**src/rtl/floor_display_ctrl.sv**
```systemverilog
// Elevator floor/direction indicator for the DE1-SoC HEX displays: one-hot floor decode,
// blinking travel direction, arrival flash, door glyph and invalid-floor reporting.
module floor_display_ctrl #(
    parameter int                    NUM_FLOORS     = 6,
    parameter logic [NUM_FLOORS-1:0] MEZZ_MASK      = 6'b010100,
    parameter int                    BLINK_DIV      = 25000000,
    parameter int                    ARRIVE_FLASHES = 3
) (
    input  logic                  clk,
    input  logic                  reset_n,
    input  logic [NUM_FLOORS-1:0] currentFloor,
    input  logic                  Up,
    input  logic                  Down,
    input  logic                  moving,
    input  logic                  door_open,
    output logic [6:0]            HEX0,
    output logic [6:0]            HEX2,
    output logic [6:0]            HEX3,
    output logic [6:0]            HEX4,
    output logic                  floor_err
);

    localparam int DIV_W = (BLINK_DIV > 2) ? $clog2(BLINK_DIV) : 1;
    localparam int FL_W  = $clog2(2 * ARRIVE_FLASHES + 2);

    localparam logic [6:0] SEG_BLANK = 7'b1111111;
    localparam logic [6:0] SEG_U     = 7'b1000001;
    localparam logic [6:0] SEG_D     = 7'b0100001;
    localparam logic [6:0] SEG_E     = 7'b0000110;
    localparam logic [6:0] SEG_DASH  = 7'b0111111;
    localparam logic [6:0] SEG_O     = 7'b0100011;
    localparam logic [6:0] SEG_M     = 7'b1001000;

    function automatic logic [6:0] digit_seg(input int d);
        case (d)
            0:       return 7'b1000000;
            1:       return 7'b1111001;
            2:       return 7'b0100100;
            3:       return 7'b0110000;
            4:       return 7'b0011001;
            5:       return 7'b0010010;
            6:       return 7'b0000010;
            7:       return 7'b1111000;
            8:       return 7'b0000000;
            9:       return 7'b0010000;
            default: return SEG_BLANK;
        endcase
    endfunction

    // A floor's label counts the non-mezzanine floors up to and including it.
    function automatic int label_of(input int idx);
        int n;
        n = 0;
        for (int b = 0; b < NUM_FLOORS; b++)
            if (b <= idx && !MEZZ_MASK[b]) n++;
        return n;
    endfunction

    if (label_of(NUM_FLOORS - 1) > 9) begin : g_label_range
        $error("floor_display_ctrl: floor labels exceed a single digit");
    end
    if (BLINK_DIV < 2) begin : g_div_range
        $error("floor_display_ctrl: BLINK_DIV must be at least 2");
    end
    if (MEZZ_MASK[0]) begin : g_mezz_range
        $error("floor_display_ctrl: the lowest floor cannot be a mezzanine");
    end

    logic [DIV_W-1:0]      div_q, div_d;
    logic                  phase_q, phase_d;
    logic [FL_W-1:0]       flash_q, flash_d;
    logic [NUM_FLOORS-1:0] last_valid_q, last_valid_d;
    logic                  moving_q;
    logic [6:0]            hex0_q, hex0_d, hex2_q, hex2_d, hex3_q, hex3_d, hex4_q, hex4_d;
    logic                  err_q, err_d;

    logic       valid, tick, arrive, mezz, blank_label;
    logic [6:0] label_seg, dir_seg;

    always_comb begin
        valid  = $onehot(currentFloor);
        tick   = (div_q == DIV_W'(BLINK_DIV - 1));
        arrive = moving_q && !moving && valid;

        div_d   = tick ? '0 : div_q + DIV_W'(1);
        phase_d = tick ? ~phase_q : phase_q;
        flash_d = flash_q;
        if (tick && flash_q != '0)
            flash_d = flash_q - FL_W'(1);
        if (!valid || (moving && !moving_q))
            flash_d = '0;
        // Arrival restarts the blink timebase so the flash begins with a full dark phase.
        if (arrive) begin
            div_d   = '0;
            phase_d = 1'b0;
            flash_d = FL_W'(2 * ARRIVE_FLASHES);
        end
        last_valid_d = valid ? currentFloor : last_valid_q;

        label_seg = SEG_BLANK;
        mezz      = 1'b0;
        for (int i = 0; i < NUM_FLOORS; i++) begin
            if (last_valid_d[i]) begin
                label_seg = digit_seg(label_of(i));
                mezz      = MEZZ_MASK[i];
            end
        end
        blank_label = (flash_d != '0) && !phase_d;

        case ({Up, Down})
            2'b10:   dir_seg = SEG_U;
            2'b01:   dir_seg = SEG_D;
            2'b11:   dir_seg = SEG_DASH;
            default: dir_seg = SEG_BLANK;
        endcase

        if (!valid) begin
            err_d  = 1'b1;
            hex4_d = SEG_E;
            hex3_d = SEG_BLANK;
            hex2_d = SEG_BLANK;
            hex0_d = SEG_DASH;
        end else begin
            err_d  = 1'b0;
            hex4_d = blank_label ? SEG_BLANK : label_seg;
            hex3_d = (blank_label || !mezz) ? SEG_BLANK : SEG_M;
            hex2_d = hex3_d;
            if (moving)
                hex0_d = phase_d ? dir_seg : SEG_BLANK;
            else if (door_open)
                hex0_d = SEG_O;
            else
                hex0_d = dir_seg;
        end
    end

    always_ff @(posedge clk or negedge reset_n) begin
        if (!reset_n) begin
            div_q        <= '0;
            phase_q      <= 1'b1;
            flash_q      <= '0;
            last_valid_q <= '0;
            moving_q     <= 1'b0;
            hex0_q       <= SEG_BLANK;
            hex2_q       <= SEG_BLANK;
            hex3_q       <= SEG_BLANK;
            hex4_q       <= SEG_BLANK;
            err_q        <= 1'b0;
        end else begin
            div_q        <= div_d;
            phase_q      <= phase_d;
            flash_q      <= flash_d;
            last_valid_q <= last_valid_d;
            moving_q     <= moving;
            hex0_q       <= hex0_d;
            hex2_q       <= hex2_d;
            hex3_q       <= hex3_d;
            hex4_q       <= hex4_d;
            err_q        <= err_d;
        end
    end

    assign HEX0      = hex0_q;
    assign HEX2      = hex2_q;
    assign HEX3      = hex3_q;
    assign HEX4      = hex4_q;
    assign floor_err = err_q;

endmodule

```
**config.mk**
```make
export PLATFORM = sky130hd
export DESIGN_NAME = floor_display_ctrl
export DESIGN_NICKNAME = d
export VERILOG_FILES = /design/src/rtl/floor_display_ctrl.sv
export SDC_FILE = /design/constraint.sdc
export NUM_CORES = 1
export LEC_CHECK = 0
export CORE_MARGIN = 4
export CORE_UTILIZATION = 52
export CTS_CLUSTER_DIAMETER = 200
export DETAILED_ROUTE_END_ITERATION = 10
export PLACE_DENSITY = 0.79
export SYNTH_ARGS = -nofsm -noshare
export SYNTH_HDL_FRONTEND = slang
export SYNTH_SLANG_ARGS = --single-unit
```
**constraint.sdc**
```tcl
create_clock -name clk -period 3.01 [get_ports clk]
set_clock_uncertainty 0.15 [all_clocks]
set_input_delay 0.4515 -clock clk [delete_from_list [all_inputs] [get_ports clk]]
set_output_delay 0.4515 -clock clk [all_outputs]
set_load 0.05 [all_outputs]
```
# == Word level (Yosys, flattened, before mapping) ==
# Memories as Yosys holds them, arrays and structs flattened.
# Cells that the tools add are included.
# W data, S select, Z words.
# totals
latchBits,0
in_bits,12
mem_bits_rw,0
ff_bits,58
rom_bits,672
out_inout_bits,29
mem_count,6
elab_cells,106
# mem_list
name,depth,width,rd,rd_clocked_by_memory_dff,write_ports,line_no,text
(no name shown),16,7,1,0,0,35,case (d)
(no name shown),16,7,1,0,0,35,
(no name shown),16,7,1,0,0,35,
(no name shown),16,7,1,0,0,35,
(no name shown),16,7,1,0,0,35,
(no name shown),16,7,1,0,0,35,
# op_classes
shifts,0
add_sub_neg,16
n_div,0
bitwise,1
n_mul,0
reduce_logical,20
n_lt_le_gt_ge,0
mux,49
n_eq_ne,5
# op_table
op,n
$mux W32,15
$add A32 B2 Y32 const B,9
$logic_not A28 Y1,6
$mux W7,18
$mux W25,2
$add A25 B1 Y25 const B,1
$eq A25 B25 Y1 const B,1
$pmux W7 S3,1
$mux W6,3
$mux W3,3
$mux W1,7
$add A1 B1 Y2,3
$reduce_bool A3 Y1,2
$logic_and A1 B1 Y1,5
$logic_not A1 Y1,5
$eq A2 B2 Y1 const B,2
$add A2 B2 Y3,1
$add A3 B2 Y3,1
$eq A3 B1 Y1 const B,1
$sub A3 B1 Y3 const B,1
$eq A2 B1 Y1 const B,1
$logic_or A1 B1 Y1,2
$not A1 Y1,1

# == Longest topological paths before layout ==
# Gate-level depths: netlist of run 1.
# logic_depth
ltp_word,17
depth_mapped,13
depth_no_buf,13

# == Worst setup path before layout of run 1 ==
# Ideal clock, no wire load.
# synth_timing
path_kind,input-to-reg
startpoint,input currentFloor[0]
endpoint,register hex4_q[3] (netlist: HEX4[3])
path_buffers,1
path_stages,12
slack_ns,-0.448
setup_time_ns,0.066
arrival_ns,3.242
required_time_ns,2.794
cell_sequence,inv_1 fa_1 fa_1 inv_1 ha_1 fa_1 nor3b_1 clkbuf_1 nand4_1 mux2i_1 o31ai_4 nand3_1
# synth_between
word_cells_on_any_way,22
cone_classes,add/sub: 3; eq/ne: 1; mux: 12; reduce/logical: 6
# synth_rtl
item,line_no,text
from (decl),11,"input logic [NUM_FLOORS-1:0] currentFloor,"
$add A1 B1 Y2 (implied by the code) (*),81,valid = $onehot(currentFloor);
$add A2 B2 Y3 (implied by the code) (*),81,
$add A3 B2 Y3 (implied by the code) (*),81,
$eq A3 B1 Y1 (*),81,
$logic_not A1 Y1,-,
$logic_or A1 B1 Y1,90,if (!valid || (moving && !moving_q))
$mux W3,90,
$mux W3 (*),93,if (arrive) begin
net flash_d[0],71,"logic [FL_W-1:0] flash_q, flash_d;"
$reduce_bool A3 Y1 (*),108,blank_label = (flash_d != '0) && !phase_d;
$logic_and A1 B1 Y1 (*),108,
$mux W7 (*),125,hex4_d = blank_label ? SEG_BLANK : label_seg;
$mux W7 (*),117,if (!valid) begin
to (signal assigned),147,hex4_q <= SEG_BLANK;
to (signal assigned),158,hex4_q <= hex4_d;
to (decl),74,"logic [6:0] hex0_q, hex0_d, hex2_q, hex2_d, hex3_q, hex3_d, hex4_q, hex4_d;"
# The timed path passes the listed nets; every way through them passes the cells marked *.

# == Final worst setup path of run 1 ==
# layout_timing
startpoint,input currentFloor[5]
endpoint,register hex4_q[5] (netlist: HEX4[5])
# layout_between
word_cells_on_any_way,21
cone_classes,add/sub: 2; eq/ne: 1; mux: 12; reduce/logical: 6
# layout_rtl
item,line_no
$add A1 B1 Y2 (implied by the code) (*),81
$add A3 B2 Y3 (implied by the code) (*),81
$eq A3 B1 Y1 (*),81
$logic_not A1 Y1,-
$logic_or A1 B1 Y1,90
$mux W3,90
$mux W3 (*),93
net flash_d[0],71
$reduce_bool A3 Y1 (*),108
$logic_and A1 B1 Y1 (*),108
$mux W7 (*),125
$mux W7 (*),117
net hex4_d[5],74
# Marked as above.

==> results of run 1 <==
[repair_timing]
| action | CTS | global route |
|---|---|---|
| pin swaps | 12 | 14 |
| setup endpoints to repair | 42 | 39 |
| hold buffers | 0 | 0 |
| cloned | 3 | 0 |
| resized for setup | 33 | 8 |
| setup buffers | 4 | 1 |
[worst register-to-register path, stage by stage (launching register included)]
cell,delay [ns]
sky130_fd_sc_hd__dfrtp_1,0.47
sky130_fd_sc_hd__or4b_4,0.58
sky130_fd_sc_hd__nor4_1,0.43
sky130_fd_sc_hd__and3_1,0.37
sky130_fd_sc_hd__xnor2_1,0.35
sky130_fd_sc_hd__o31ai_4,0.23
sky130_fd_sc_hd__o211ai_2,0.12
[per-layer routing]
layer,GRT usage,up-vias,routed length [µm]
li1,-,871,-
met1,0.2405,890,2130
met2,0.3087,59,2518
met3,0.04617,4,291
met4,0.08738,0,53
met5,0,-,0
[path summary, 6_finish.rpt]
kind	start	to	depth (start not counted)
max in group asynchronous	reset_n	floor_err	1
worst max register to register	div_q[6]	HEX4[5]	6
worst min register to register	div_q[0]	div_q[0]	1
worst max-delay path	currentFloor[5]	HEX4[5]	12
min in group clk	currentFloor[0]	HEX4[2]	4
worst min-delay path	reset_n	div_q[4]	1
[cells by family after synthesis]
logic type,share of synthesized area
XOR/XNOR,0.08183
buffers and inverters,0.09458
other,0.001593
multiplexers,0.01275
adder cells (fa/ha/maj),0.06270
AO/OA/AOI/OAI,0.04889
flip-flops,0.4633
AND/OR/NAND/NOR,0.2343
[stage by stage]
| step | hold WS [ns] | setup TNS (ns) | std cells | setup WS [ns] | power [W] |
|---|---|---|---|---|---|
| 3_3_place_gp | 0.3463 | -34.19 | 323 | -0.9522 | 0.001308 |
| 6_report | 0.1349 | -3.268 | 337 | -0.2116 | 0.001767 |
| 3_5_place_dp | 0.3607 | -38.42 | 323 | -1.052 | 0.001323 |
| 5_1_grt | 0.2207 | -6.589 | 337 | -0.3022 | 0.001861 |
| 2_1_floorplan | 0.005909 | -4.275 | 247 | -0.1724 | 0.001161 |
| 4_1_cts | 0.1693 | -3.944 | 337 | -0.2337 | 0.001760 |
[layout make-up]
class,count,area [µm²]
timing repair buffer,51,479.2
inverter,17,76.32
fill,325,1379
clock buffer,8,100.1
tap,52,65.06
sequential,43,1091
multi-input combinational,166,1164
[cell usage in the layout, fill, tap and decap left out, types with 2 or more instances in the layout]
master                            instances
sky130_fd_sc_hd__nor3_1                   4
sky130_fd_sc_hd__or2_4                    5
sky130_fd_sc_hd__and3_1                   7
sky130_fd_sc_hd__or3_1                    2
sky130_fd_sc_hd__mux2i_4                  2
sky130_fd_sc_hd__inv_2                    2
sky130_fd_sc_hd__fa_1                     3
sky130_fd_sc_hd__nand2_1                 11
sky130_fd_sc_hd__o21ai_0                  4
sky130_fd_sc_hd__ha_1                     6
sky130_fd_sc_hd__a21oi_1                  4
sky130_fd_sc_hd__conb_1                   5
sky130_fd_sc_hd__xnor2_1                 10
sky130_fd_sc_hd__nand3_1                 15
sky130_fd_sc_hd__clkbuf_8                 7
sky130_fd_sc_hd__nand2b_1                 6
sky130_fd_sc_hd__dfrtp_1                 31
sky130_fd_sc_hd__inv_4                    2
sky130_fd_sc_hd__nor2b_1                  2
sky130_fd_sc_hd__nand4_1                 12
sky130_fd_sc_hd__xor2_1                  12
sky130_fd_sc_hd__clkdlybuf4s50_1         30
sky130_fd_sc_hd__dfstp_2                 12
sky130_fd_sc_hd__nand2_2                  2
sky130_fd_sc_hd__inv_1                   12
sky130_fd_sc_hd__buf_4                   16
sky130_fd_sc_hd__nor4_1                   2
sky130_fd_sc_hd__nor2_1                  31
sky130_fd_sc_hd__buf_8                    2
[power breakdown]
part           total (W)  switching [W]  internal (W)
sequential      0.000753      0.0000675      0.000686
clock           0.000396       0.000186      0.000209
combinational   0.000618       0.000376      0.000243
total            0.00177       0.000629       0.00114
[sequential cells by signal, indices dropped and copies added, names as in the netlist]
register / count
floor_err: 1
phase_q: 1
HEX0: 4
HEX3: 1
HEX4: 6
flash_q: 3
moving_q: 1
last_valid_q: 1
div_q: 25
==> results_tabular.tex, run 1 <==
\begin{tabular}{lr}
\hline
Metric & Value \\
\hline
\multicolumn{2}{l}{\textbf{Detailed routing}} \\
Iteration-0 DRC Markers & 109 \\
Post-detailed-route count of antenna-violating nets & 0 \\
Number of DRC violations after detailed routing & 0 \\
Average routed wire per standard cell & 14.82 µm \\
Vias post-DR & roughly 1.8k \\
Total wire length & approximately 5000 µm \\
Number of detailed-routing iterations run before antenna repair & 6 \\
Vias per cell & between 5 and 6 \\
\multicolumn{2}{l}{\textbf{Setup path}} \\
Critical path's top delay family & adder cells \\
Data required, critical path & between 3 and 4 ns \\
Data arrival at the endpoint of the critical path & between 3 and 4 ns \\
Nature of the critical path endpoint & register \\
Setup slack, reg-to-reg & about 0.24 ns \\
Crit path max fanout & 7 \\
Setup CP Type & in2reg \\
Critical Path Source Type & input pin \\
Cell with the largest stage delay on the worst path & sky130\_fd\_sc\_hd\_\_fa\_1 \\
WP buf/inv & 4 \\
CP peak stage delay & 0.51 ns \\
CP Cell Sequence & clkdlybuf4s50\_1 -> inv\_1 -> fa\_1 -> inv\_1 -> ha\_2 -> fa\_1 -> nor3b\_4 -> buf\_4 -> nand4\_1 -> mux2i\_2 -> o31ai\_4 -> o211ai\_2 \\
\multicolumn{2}{l}{\textbf{Logic synthesis}} \\
Number of instances in the synthesized netlist & about 240 \\
Most used standard cell by instance count after synthesis & sky130\_fd\_sc\_hd\_\_nor2\_1 \\
Synthesized area per cell & a little under 10 µm² \\
Post-synth design cell area & 2355 µm² \\
Sequential area share after synthesis & 0.4633 \\
Seq cells post-synth & 43 \\
Async SR Flop Fraction & 1.000 \\
Number of enable flip-flop cells after synthesis & 0 \\
Cell types with the highest counts after synthesis & 32 x sky130\_fd\_sc\_hd\_\_nor2\_1, 31 x sky130\_fd\_sc\_hd\_\_dfrtp\_1, 17 x sky130\_fd\_sc\_hd\_\_buf\_4, 17 x sky130\_fd\_sc\_hd\_\_inv\_1, 15 x sky130\_fd\_sc\_hd\_\_nand3\_1 \\
Dominant cell type by area after synthesis & sky130\_fd\_sc\_hd\_\_dfrtp\_1 \\
Cell variety after synth & 39 \\
Most used DFF post-synth & sky130\_fd\_sc\_hd\_\_dfrtp\_1 \\
Ranking of synthesized cells by area & sky130\_fd\_sc\_hd\_\_dfrtp\_1 33\%, sky130\_fd\_sc\_hd\_\_dfstp\_2 13\%, sky130\_fd\_sc\_hd\_\_buf\_4 5.4\% \\
Ys Warns & 0 \\
Area share of the leading cell type in the synthesized netlist & 0.3294 \\
\multicolumn{2}{l}{\textbf{Power}} \\
Leakage power summed over all cells & around 1.4 nW \\
Power per cell area & about 590 nW/µm² \\
Max VDD drop & around 350 µV \\
\multicolumn{2}{l}{\textbf{GRT}} \\
Initial antenna violation count & 0 \\
Total routing resource utilization after global routing & 0.1901 \\
Overflow left after global routing & 0 \\
Via count of the first global-routing pass & roughly 1.7k \\
Maximum number of pins on one net before global-route repair & 44 \\
First-pass GRT wire length & between 8000 and 9000 µm \\
\multicolumn{2}{l}{\textbf{Clock network}} \\
CTS clock-pin slew for the worst setup and hold paths & $\sim$0.080 ns \\
Clock sink total & 43 \\
Max H-tree Level & 2 \\
Number of buffers created by CTS & 5 \\
Buffer levels on the longest clock path & 2 \\
Cell at the root of the clock tree & sky130\_fd\_sc\_hd\_\_clkbuf\_8 \\
CTS tree & done \\
Worst-skew pair later-pin latency & 0.29 ns \\
\multicolumn{2}{l}{\textbf{Min path}} \\
Min-Delay Path Class & in2async \\
\multicolumn{2}{l}{\textbf{Timing}} \\
Crit share post-route & 1.070 \\
Transition time at the pin with the least slew margin & roughly 0.9 ns \\
RSZ-0062 raised after global routing & true \\
Final worst-path setup slack & -0.2116 ns \\
Maximum clock frequency & just over 300 MHz \\
Min cycle time layout & 3.222 ns \\
Final setup fails & 35 \\
Count of endpoints failing hold in the final timing report & 0 \\
Max-slew violation count & 0 \\
Headroom to the max-slew limit & 0.3929 \\
\multicolumn{2}{l}{\textbf{Floorplan}} \\
Number of ports placed on the die boundary & 41 \\
Die ar. & roughly 5700 µm² \\
Initial cell density of the core & 0.5408 \\
Y dimension of the die & approximately 75 µm \\
Die W & 75.30 µm \\
Standard cell core area & 4354 µm² \\
Number of rows created at floorplan & 24 \\
\multicolumn{2}{l}{\textbf{Finish}} \\
Share of cells above drive strength 1 & 0.2351 \\
Post-Route Utilization & 0.6833 \\
Number of nets in the layout & approximately 300 \\
Final design area excluding fillers & 2975 µm² \\
Synth-to-layout area growth & 26.35\% \\
Total inserted antenna cells & 0 \\
\multicolumn{2}{l}{\textbf{Status}} \\
Violations in the final reports & setup timing \\
Outcome & finished with violations \\
\multicolumn{2}{l}{\textbf{Placement}} \\
Cell area after placement & $\sim$2700 µm² \\
Routability congestion estimate from global placement & 0.7750 \\
Post-detail-place hpwl & approximately 3200 µm \\
Number of port buffers & 35 \\
\multicolumn{2}{l}{\textbf{Flow run}} \\
Number of max-cap violations & 0 \\
\hline
\end{tabular}
No activity file was read; power rests on OpenSTA's default activity.
==> inputs of run 2 (changes only) <==
CAP_MARGIN = 20   (was default)
CORE_UTILIZATION = 38   (was 52)
PLACE_DENSITY = default   (was 0.79)
==> run 2 against run 1 <==
The flow still finishes with violations (setup timing). Critical endpoint is now HEX4[6]. Core utilization shrank 16 points. Largest power group unchanged. Combinational power grew 7.3%. Largest cell class unchanged. Via count is 1.3% lower. Design area rose by 4.8%.
==> results_tabular.tex, run 2 (synthesis gave the netlist of run 1 again) <==
\begin{tabular}{lr}
\hline
Metric & Value \\
\hline
\multicolumn{2}{l}{\textbf{Status}} \\
Outcome & finished with violations \\
Violations in the final reports & setup timing \\
\multicolumn{2}{l}{\textbf{Detailed routing}} \\
Vias per cell & approximately 5.0 \\
Post-detailed-route count of antenna-violating nets & 0 \\
Iteration-0 DRC Markers & a little over 70 \\
Number of DRC violations after detailed routing & 0 \\
Total wire length & about 4700 µm \\
Average routed wire per standard cell & approximately 13 µm \\
Number of detailed-routing iterations run before antenna repair & 4 \\
Vias post-DR & between 1.5k and 2k \\
\multicolumn{2}{l}{\textbf{Finish}} \\
Highest-count cells in the layout ignoring fill and taps & 31 x sky130\_fd\_sc\_hd\_\_dfrtp\_1, 29 x sky130\_fd\_sc\_hd\_\_clkdlybuf4s50\_1, 17 x sky130\_fd\_sc\_hd\_\_buf\_4, 15 x sky130\_fd\_sc\_hd\_\_nand3\_1, 15 x sky130\_fd\_sc\_hd\_\_nor2\_2 \\
Storage cell area & roughly 1100 µm² \\
Area used by multi-input combinational logic & about 1200 µm² \\
Number of flip-flops in the largest register & 25 \\
Most common cell after layout, fill and taps aside & sky130\_fd\_sc\_hd\_\_dfrtp\_1 \\
Synth-to-layout area growth & 32.41\% \\
Count of fill cells added during filler insertion & around 550 \\
Share of cells above drive strength 1 & 0.3194 \\
Total inserted antenna cells & 0 \\
Largest Register & div\_q \\
Number of nets in the layout & roughly 300 \\
\multicolumn{2}{l}{\textbf{Floorplan}} \\
Standard cell core area & a little under 6000 µm² \\
Number of rows created at floorplan & 28 \\
Initial cell density of the core & 0.3954 \\
Die ar. & roughly 7500 µm² \\
Y dimension of the die & between 80 and 90 µm \\
Die W & 86.72 µm \\
Number of ports placed on the die boundary & a little over 40 \\
\multicolumn{2}{l}{\textbf{Clock network}} \\
Buffer levels on the longest clock path & 2 \\
Clock sink total & 43 \\
Number of hold buffers added after cts & 0 \\
Cell at the root of the clock tree & sky130\_fd\_sc\_hd\_\_clkbuf\_8 \\
CTS clock-pin slew for the worst setup and hold paths & around 0.08 ns \\
Number of buffers created by CTS & 5 \\
CTS tree & done \\
Worst-skew pair later-pin latency & 0.29 ns \\
Max H-tree Level & 2 \\
\multicolumn{2}{l}{\textbf{GRT}} \\
First-pass GRT wire length & 8321 µm \\
Total routing resource utilization after global routing & 0.1394 \\
Via count of the first global-routing pass & 1734 \\
Overflow left after global routing & 0 \\
Initial antenna violation count & 0 \\
Maximum number of pins on one net before global-route repair & 44 \\
\multicolumn{2}{l}{\textbf{Placement}} \\
Post-detail-place hpwl & between 3000 and 4000 µm \\
Number of port buffers & 35 \\
Worst slack at placement & -1.049 ns \\
Routability congestion estimate from global placement & 0.8541 \\
\multicolumn{2}{l}{\textbf{Setup path}} \\
Data arrival at the endpoint of the critical path & around 3.3 ns \\
Nature of the critical path endpoint & register \\
Data required, critical path & 3.09 ns \\
Setup CP Type & in2reg \\
Critical Path Source Type & input pin \\
Crit path max fanout & 7 \\
\multicolumn{2}{l}{\textbf{Timing}} \\
Minimum hold slack & roughly 0.14 ns \\
Crit share post-route & 1.064 \\
Transition time at the pin with the least slew margin & about 0.9 ns \\
Maximum clock frequency & 312.3 MHz \\
Max-slew violation count & 0 \\
Final worst-path setup slack & -0.1917 ns \\
RSZ-0062 raised after global routing & true \\
Final setup fails & 35 \\
Min cycle time layout & about 3.2 ns \\
Count of endpoints failing hold in the final timing report & 0 \\
Headroom to the max-slew limit & 0.3930 \\
\multicolumn{2}{l}{\textbf{Min path}} \\
Min-Delay Path Class & in2async \\
\multicolumn{2}{l}{\textbf{Power}} \\
Leakage power summed over all cells & about 1.4 nW \\
Portion of total power attributed to combinational logic & 0.366 \\
Switching share of total power & 0.3543 \\
Fraction of power consumed by the clock network & 0.219 \\
Portion of total power attributed to sequential cells & 0.415 \\
Max VDD drop & between 300 and 400 µV \\
Power per cell area & 580.0 nW/µm² \\
Net Switching & roughly 0.00064 W \\
Internal power & approximately 0.0012 W \\
\multicolumn{2}{l}{\textbf{Flow run}} \\
Number of max-cap violations & 0 \\
\hline
\end{tabular}
==> run 2: final cells by class <==
cell class	instances	share of cell area
inverter	17	0.02448
multi-input combinational	166	0.3993
timing repair buffer	54	0.1641
tap	75	0.03010
sequential	43	0.3499
clock buffer	8	0.03210
==> run 2: power groups by stage <==
stage	registers (W)	clock network, W	logic (W)
after floorplan	0.000847	0	0.000314
after global placement	0.000757	0	0.000547
after detailed placement	0.000758	0	0.000551
after CTS	0.000747	0.000410	0.000622
after global routing	0.000766	0.000431	0.000726
final	0.000750	0.000396	0.000663
==> run 2: what timing repair did <==
item                       CTS  global route
gates resized for setup     41            28
setup buffers                6             2
gates cloned                 3             0
setup endpoints to repair   42            38
pin swaps                   35            16
hold endpoints to repair     0             0
==> run 2: worst paths after layout <==
kind	startpoint	end	slack [ns]	cells after the start
max reg2reg	div_q[6]	HEX4[6]	0.41	6
max	currentFloor[1]	HEX4[6]	-0.19	13
min reg2reg	div_q[0]	div_q[0]	0.35	1
min	reset_n	div_q[12]	0.14	1
min in group clk	currentFloor[0]	HEX4[2]	0.30	4
max in group asynchronous	reset_n	div_q[5]	2.00	1
==> run 2: critical path: stages <==
cell	delay, ns
sky130_fd_sc_hd__buf_8	0.08
sky130_fd_sc_hd__inv_4	0.03
sky130_fd_sc_hd__fa_1	0.49
sky130_fd_sc_hd__fa_1	0.49
sky130_fd_sc_hd__inv_1	0.04
sky130_fd_sc_hd__ha_2	0.17
sky130_fd_sc_hd__fa_1	0.48
sky130_fd_sc_hd__nor3b_4	0.28
sky130_fd_sc_hd__and2_4	0.27
sky130_fd_sc_hd__nand2b_4	0.07
sky130_fd_sc_hd__mux2i_4	0.18
sky130_fd_sc_hd__o31ai_4	0.14
sky130_fd_sc_hd__nand3_1	0.13
==> run 2: metal layers <==
metal / vias to the layer above / share of wire / global-route usage
met4: 0 / 0.0080 / 0.03824
met3: 4 / 0.074 / 0.03232
li1: 879 / - / -
met1: 868 / 0.46 / 0.1934
met2: 50 / 0.45 / 0.2191
met5: - / 0 / 0
==> run 2: per-stage QoR <==
stage	util	cells	TNS [ns]	total power [W]	area, µm²
after floorplan	-	247	-4.275	0.001161	2421
final	0.5235	363	-4.282	0.001809	3118
after detailed placement	0.4649	345	-39.38	0.001309	2769
after CTS	0.5048	361	-7.099	0.001780	3007
after global placement	0.4649	345	-37.82	0.001304	2769
after global routing	0.5235	363	-8.234	0.001923	3118
